===== src/rtl/dmem_mmio_bridge.sv =====
// M-stage data-memory decoder: RAM passthrough plus a 16-word MMIO window
// holding an LED register, a free-running cycle counter and a byte TX FIFO.
module dmem_mmio_bridge #(
  parameter logic [31:0] MMIO_BASE  = 32'h0000_F000,
  parameter int          RAM_ADDR_W = 12,
  parameter int          FIFO_DEPTH = 8
) (
  input  logic                  clock,
  input  logic                  reset,
  input  logic [31:0]           address_dmem,
  input  logic [31:0]           data,
  input  logic                  wren,
  output logic [31:0]           q_dmem,
  output logic [RAM_ADDR_W-1:0] ram_address,
  output logic [31:0]           ram_data,
  output logic                  ram_wren,
  input  logic [31:0]           ram_q,
  output logic [15:0]           led,
  output logic [7:0]            tx_data,
  output logic                  tx_valid,
  input  logic                  tx_ready
);
  localparam int PTR_W = (FIFO_DEPTH > 1) ? $clog2(FIFO_DEPTH) : 1;
  localparam int CNT_W = PTR_W + 1;
  localparam logic [CNT_W-1:0] DEPTH_C = CNT_W'(FIFO_DEPTH);

  logic             mmio_hit_s;
  logic [3:0]       offset_s;
  logic             wr_led_s;
  logic             wr_cycle_s;
  logic             push_req_s;
  logic             push_ok_s;
  logic             pop_s;
  logic             ovf_clr_s;
  logic             empty_s;
  logic             full_s;

  logic [15:0]      led_r;
  logic [31:0]      cycle_r;
  logic [7:0]       mem_r [FIFO_DEPTH];
  logic [PTR_W-1:0] rd_ptr_r;
  logic [PTR_W-1:0] wr_ptr_r;
  logic [CNT_W-1:0] count_r;
  logic             overflow_r;

  assign mmio_hit_s  = (address_dmem[31:4] == MMIO_BASE[31:4]);
  assign offset_s    = address_dmem[3:0];
  assign ram_address = address_dmem[RAM_ADDR_W-1:0];
  assign ram_data    = data;
  assign ram_wren    = wren & ~mmio_hit_s;

  assign empty_s  = (count_r == {CNT_W{1'b0}});
  assign full_s   = (count_r == DEPTH_C);
  assign tx_valid = ~empty_s;
  assign tx_data  = mem_r[rd_ptr_r];
  assign led      = led_r;

  // MMIO write strobes and FIFO handshake decode
  always_comb begin
    wr_led_s   = mmio_hit_s & wren & (offset_s == 4'd0);
    wr_cycle_s = mmio_hit_s & wren & (offset_s == 4'd1);
    push_req_s = mmio_hit_s & wren & (offset_s == 4'd2);
    ovf_clr_s  = mmio_hit_s & wren & (offset_s == 4'd3) & data[2];
    pop_s      = tx_valid & tx_ready;
    // a pop in the same cycle frees the slot a full FIFO would otherwise refuse
    push_ok_s  = push_req_s & (~full_s | pop_s);
  end

  // Combinational load mux: MMIO registers on a window hit, RAM otherwise
  always_comb begin
    q_dmem = 32'h0000_0000;
    if (mmio_hit_s) begin
      case (offset_s)
        4'd0:    q_dmem = {16'h0000, led_r};
        4'd1:    q_dmem = cycle_r;
        4'd2:    q_dmem = {{(32-CNT_W){1'b0}}, count_r};
        4'd3:    q_dmem = {29'h0000_0000, overflow_r, full_s, empty_s};
        default: q_dmem = 32'h0000_0000;
      endcase
    end else begin
      q_dmem = ram_q;
    end
  end

  // LED register, cycle counter and sticky overflow flag
  always_ff @(posedge clock) begin
    if (reset) begin
      led_r      <= 16'h0000;
      cycle_r    <= 32'h0000_0000;
      overflow_r <= 1'b0;
    end else begin
      if (wr_led_s) begin
        led_r <= data[15:0];
      end
      cycle_r <= wr_cycle_s ? data : (cycle_r + 32'd1);
      if (push_req_s & ~push_ok_s) begin
        overflow_r <= 1'b1;
      end else if (ovf_clr_s) begin
        overflow_r <= 1'b0;
      end
    end
  end

  // TX FIFO storage, pointers and occupancy
  always_ff @(posedge clock) begin
    if (reset) begin
      for (int i = 0; i < FIFO_DEPTH; i++) begin
        mem_r[i] <= 8'h00;
      end
      rd_ptr_r <= {PTR_W{1'b0}};
      wr_ptr_r <= {PTR_W{1'b0}};
      count_r  <= {CNT_W{1'b0}};
    end else begin
      if (push_ok_s) begin
        mem_r[wr_ptr_r] <= data[7:0];
        wr_ptr_r        <= wr_ptr_r + PTR_W'(1);
      end
      if (pop_s) begin
        rd_ptr_r <= rd_ptr_r + PTR_W'(1);
      end
      case ({push_ok_s, pop_s})
        2'b10:   count_r <= count_r + CNT_W'(1);
        2'b01:   count_r <= count_r - CNT_W'(1);
        default: count_r <= count_r;
      endcase
    end
  end

endmodule


===== config.mk =====
export PLATFORM = sky130hd
export DESIGN_NAME = dmem_mmio_bridge
export DESIGN_NICKNAME = d
export VERILOG_FILES = /design/src/rtl/dmem_mmio_bridge.sv
export SDC_FILE = /design/constraint.sdc
export NUM_CORES = 1
export LEC_CHECK = 0
export BUFFER_PORTS_ARGS = -buffer_cell sky130_fd_sc_hd__buf_2
export CAP_MARGIN = 10
export CORE_MARGIN = 2
export CORE_UTILIZATION = 52
export CTS_CLUSTER_DIAMETER = 50
export DETAILED_ROUTE_END_ITERATION = 10
export PLACE_DENSITY = 0.8
export SLEW_MARGIN = 0
export SYNTH_ARGS = -nofsm -noshare
export SYNTH_HDL_FRONTEND = slang
export SYNTH_SLANG_ARGS = --single-unit

===== constraint.sdc =====
create_clock -name clock -period 3 [get_ports clock]
set_input_delay 0.15 -clock clock [delete_from_list [all_inputs] [get_ports clock]]
set_output_delay 0.15 -clock clock [all_outputs]
set_load 0.05 [all_outputs]

==> results.yml <==
timing:
  whs_ns: 0.0201
  fin_tns_setup_ns: 0
  hold_viol_final: 0
  max_freq_ghz: 0.398
  tightest_slew_ns: 0.759
  finalClockSkew_ns: 0.00817
  min_period_ns: 2.51
  finalSetupViolCount: 0
  drv_slew: 0
  grt_setup_unrepaired: "no"
  fin_crit_sh_pct: 83.7
  worst_slack_ns: 0.488
  relSlewSlack_pct: 49.3
placement:
  placed_area_sq_um: 7780
  io_buffers: 201
  place_ws_ns: 0.454
  hpwl_microns: 12400
  routabilityCongestion: 0.884
synthesis:
  synth_xor_area_share_pct: 4.32
  synthTopCellsByArea: "edfxtp_1 28%, dfxtp_1 18%, nor2_1 7.8%"
  ys_types: 55
  synth_top_family_by_area: "simple AND/OR/NAND/NOR gates"
  synth_edf_count: 64
  async_flop_share_pct: 0
  synth_area_sq_um: 6890
  postSynthCellCount: 693
  syn_area_per_cell_sq_um: 9.94
  synth_compound_area_share_pct: 7.23
  synth-adder-area-share_pct: 0.727
  synth_top_flop_cell: "edfxtp_1"
  synthMuxAreaShare_pct: 10.7
  yosys_register_bits: 126
  synth_top_area_share_pct: 27.9
  yosys_warnings: 0
  synth_nets: 797
  yosysTopAreaCell: "edfxtp_1"
  yosysSeqAreaShare_pct: 45.9
  synthSimpleGateAreaFrac_pct: 23.3
global_routing:
  antenna_found_initial: 0
  grt_pass1_wl_microns: 28400
  grt_util_met2_pct: 42.7
  met1_usage_pct: 33.6
  busiest_layer: "met2"
  grt_usage_pct: 25.8
  grt_max_degree: 64
  grt_pass1_vias: 5461
  overflow: 0
  grtUsageMet3_pct: 6.47
clocking:
  cts_setup_buffers: 0
  cts_max_level: 4
  clk_pin_slew_ns: 0.05
  cts_tree: "done"
  max-clock-path-buffers: 2
  cts_sinks: 126
  cts_root_buf: "clkbuf_16"
  clk-insertion-delay-late_ns: 0.42
  cts_buffers: 17
finish:
  final_nets: 957
  syn_to_final_growth_pct: 21.3
  design_area_sq_um: 8350
  final_util_pct: 63.8
  fillers: 1080
  drive_gt1_share_pct: 35.3
  diodes: 0
routing:
  postRouteWirelength_microns: 18000
  wl_per_cell_microns: 17.3
  viasPerCell: 5.53
  vias: 5764
  post-route-drc-count: 0
  drt_pass1_iterations: 5
  ant_nets: 0
  drt_iter0_drc: 517
power:
  power_density_nw_per_um2: 570
  leakagePower_uw: 0.00342
  irDropWorstVdd_mv: 0.400
setup_path:
  crit_fanout: 8
  worstSetupPathType: "flip-flop to output pin"
  r2r-start: "count_r[0]$_SDFFE_PP0P_"
  worstSetupStartpoint: "count_r[1]$_SDFFE_PP0P_"
  max_stage_delay_ns: 0.60
  worst_path_max_delay_cell: "or4b_1"
  end_kind: "output pin"
  critPathArrivalTime_ns: 2.36
  crit_chain: "or4b_1, o22ai_1, a21oi_1, o41ai_1, buf_2"
  start_kind: "flip-flop"
  cp.required_ns: 2.85
run:
  drv_cap: 0
die:
  rows: 42
  coreArea_sq_um: 13100
  die_x_microns: 119
  ios: 202
  dieArea_sq_um: 14200
  initial_core_util_pct: 52.6
  die_h_microns: 119
run_status:
  status: "complete, no violations"
min_path:
  hp-class: "input port to flip-flop"
  hp-start: "data[20]"
[worst max-delay path: cells and delay by family (launching register included)]
| family | cells | cell delay [ns] |
|---|---|---|
| compound gates | 3 | 0.61 |
| buf+inv | 1 | 0.35 |
| flops | 1 | 0.39 |
| simple gates | 1 | 0.60 |
[power by group]
group	switching (uW)	total [uW]	internal, uW
clock network	732	1860	1130
registers	48.8	1920	1870
logic	625	979	354
total	1410	4760	3350
[registers in the layout, indices dropped and copies added (netlist names), named ones only]
register,flops
count_r,4
overflow_r,1
wr_ptr_r,3
rd_ptr_r,3
mem_r,64
cycle_r,32
led,16
[layout by cell type (no fill, tap or decap), types with 6 or more instances in the layout]
cell type	n
nand4_1	10
mux4_2	18
nand2_1	67
and3_1	10
nor2_2	11
dfxtp_1	62
nor4_2	6
edfxtp_1	64
a211oi_1	30
mux2_2	10
nor2_1	143
buf_4	23
xor2_1	16
and4_1	9
a221oi_1	12
buf_2	201
clkbuf_16	17
o21bai_1	8
mux2i_1	22
xnor2_1	18
nand3_1	33
[worst paths after layout]
kind                             endpoint  slack (ns)  cells after the start
hold / removal     cycle_r[20]$_SDFF_PP0_        0.02                      3
setup reg to reg  count_r[2]$_SDFFE_PP0P_        0.62                      8
setup / recovery                q_dmem[1]        0.49                      5
hold reg to reg   overflow_r$_SDFFE_PP0P_        0.49                      2
[area by class of cell]
class,count,area [sq um],area share [%]
Inverter,4,15.0,0.180
Multi-Input combinational cell,476,3200,38.3
Clock inverter,12,96.3,1.15
Sequential cell,126,3160,37.9
Clock buffer,20,437,5.23
Tap cell,176,220,2.64
Timing Repair Buffer,228,1220,14.6
[stage by stage]
| stage | total power [uW] | std cells |
|---|---|---|
| finish | 4760 | 1042 |
| global route | 4940 | 1042 |
| CTS | 4790 | 1042 |
| detailed placement | 2930 | 1006 |
| global placement | 2920 | 1006 |
| floorplan | 2710 | 693 |
[cell families (layout without fill, tap and decap cells)]
logic type,after synthesis,in the layout
and+or+nand+nor,323,323
DFF,126,126
buffers and inverters,91,264
AOI/OAI and AO/OA,65,65
muxes,50,50
xor gates and xnor gates,34,34
adders and majority gates,4,4
[timing repair]
action | in CTS | in global routing
gates resized for setup | 0 | 0
hold endpoints to repair | 4 | 0
hold buffers | 4 | 0
[layer usage]
metal	vias to the layer above	share of wire, %
met3	19	6.6
met5	-	0
li1	2763	-
met4	0	1.2
met2	242	50
met1	2740	43
[cells in the mapped netlist (all sizes together), types with 2 or more instances]
cell,number
nand4,10
xnor2,18
a221oi,12
o21ai,3
nor4,10
nand3b,3
a211oi,30
nand2b,3
inv,4
nand3,34
mux4,18
dfxtp,62
or3,2
ha,4
nor2,154
a21oi,4
clkbuf,29
mux2,10
nor4b,2
nand2,68
xor2,16
nor3,5
buf,58
o21bai,8
edfxtp,64
nor2b,4
and3,10
and2,2
and4,10
mux2i,22
(Power assumes the default switching activity.)
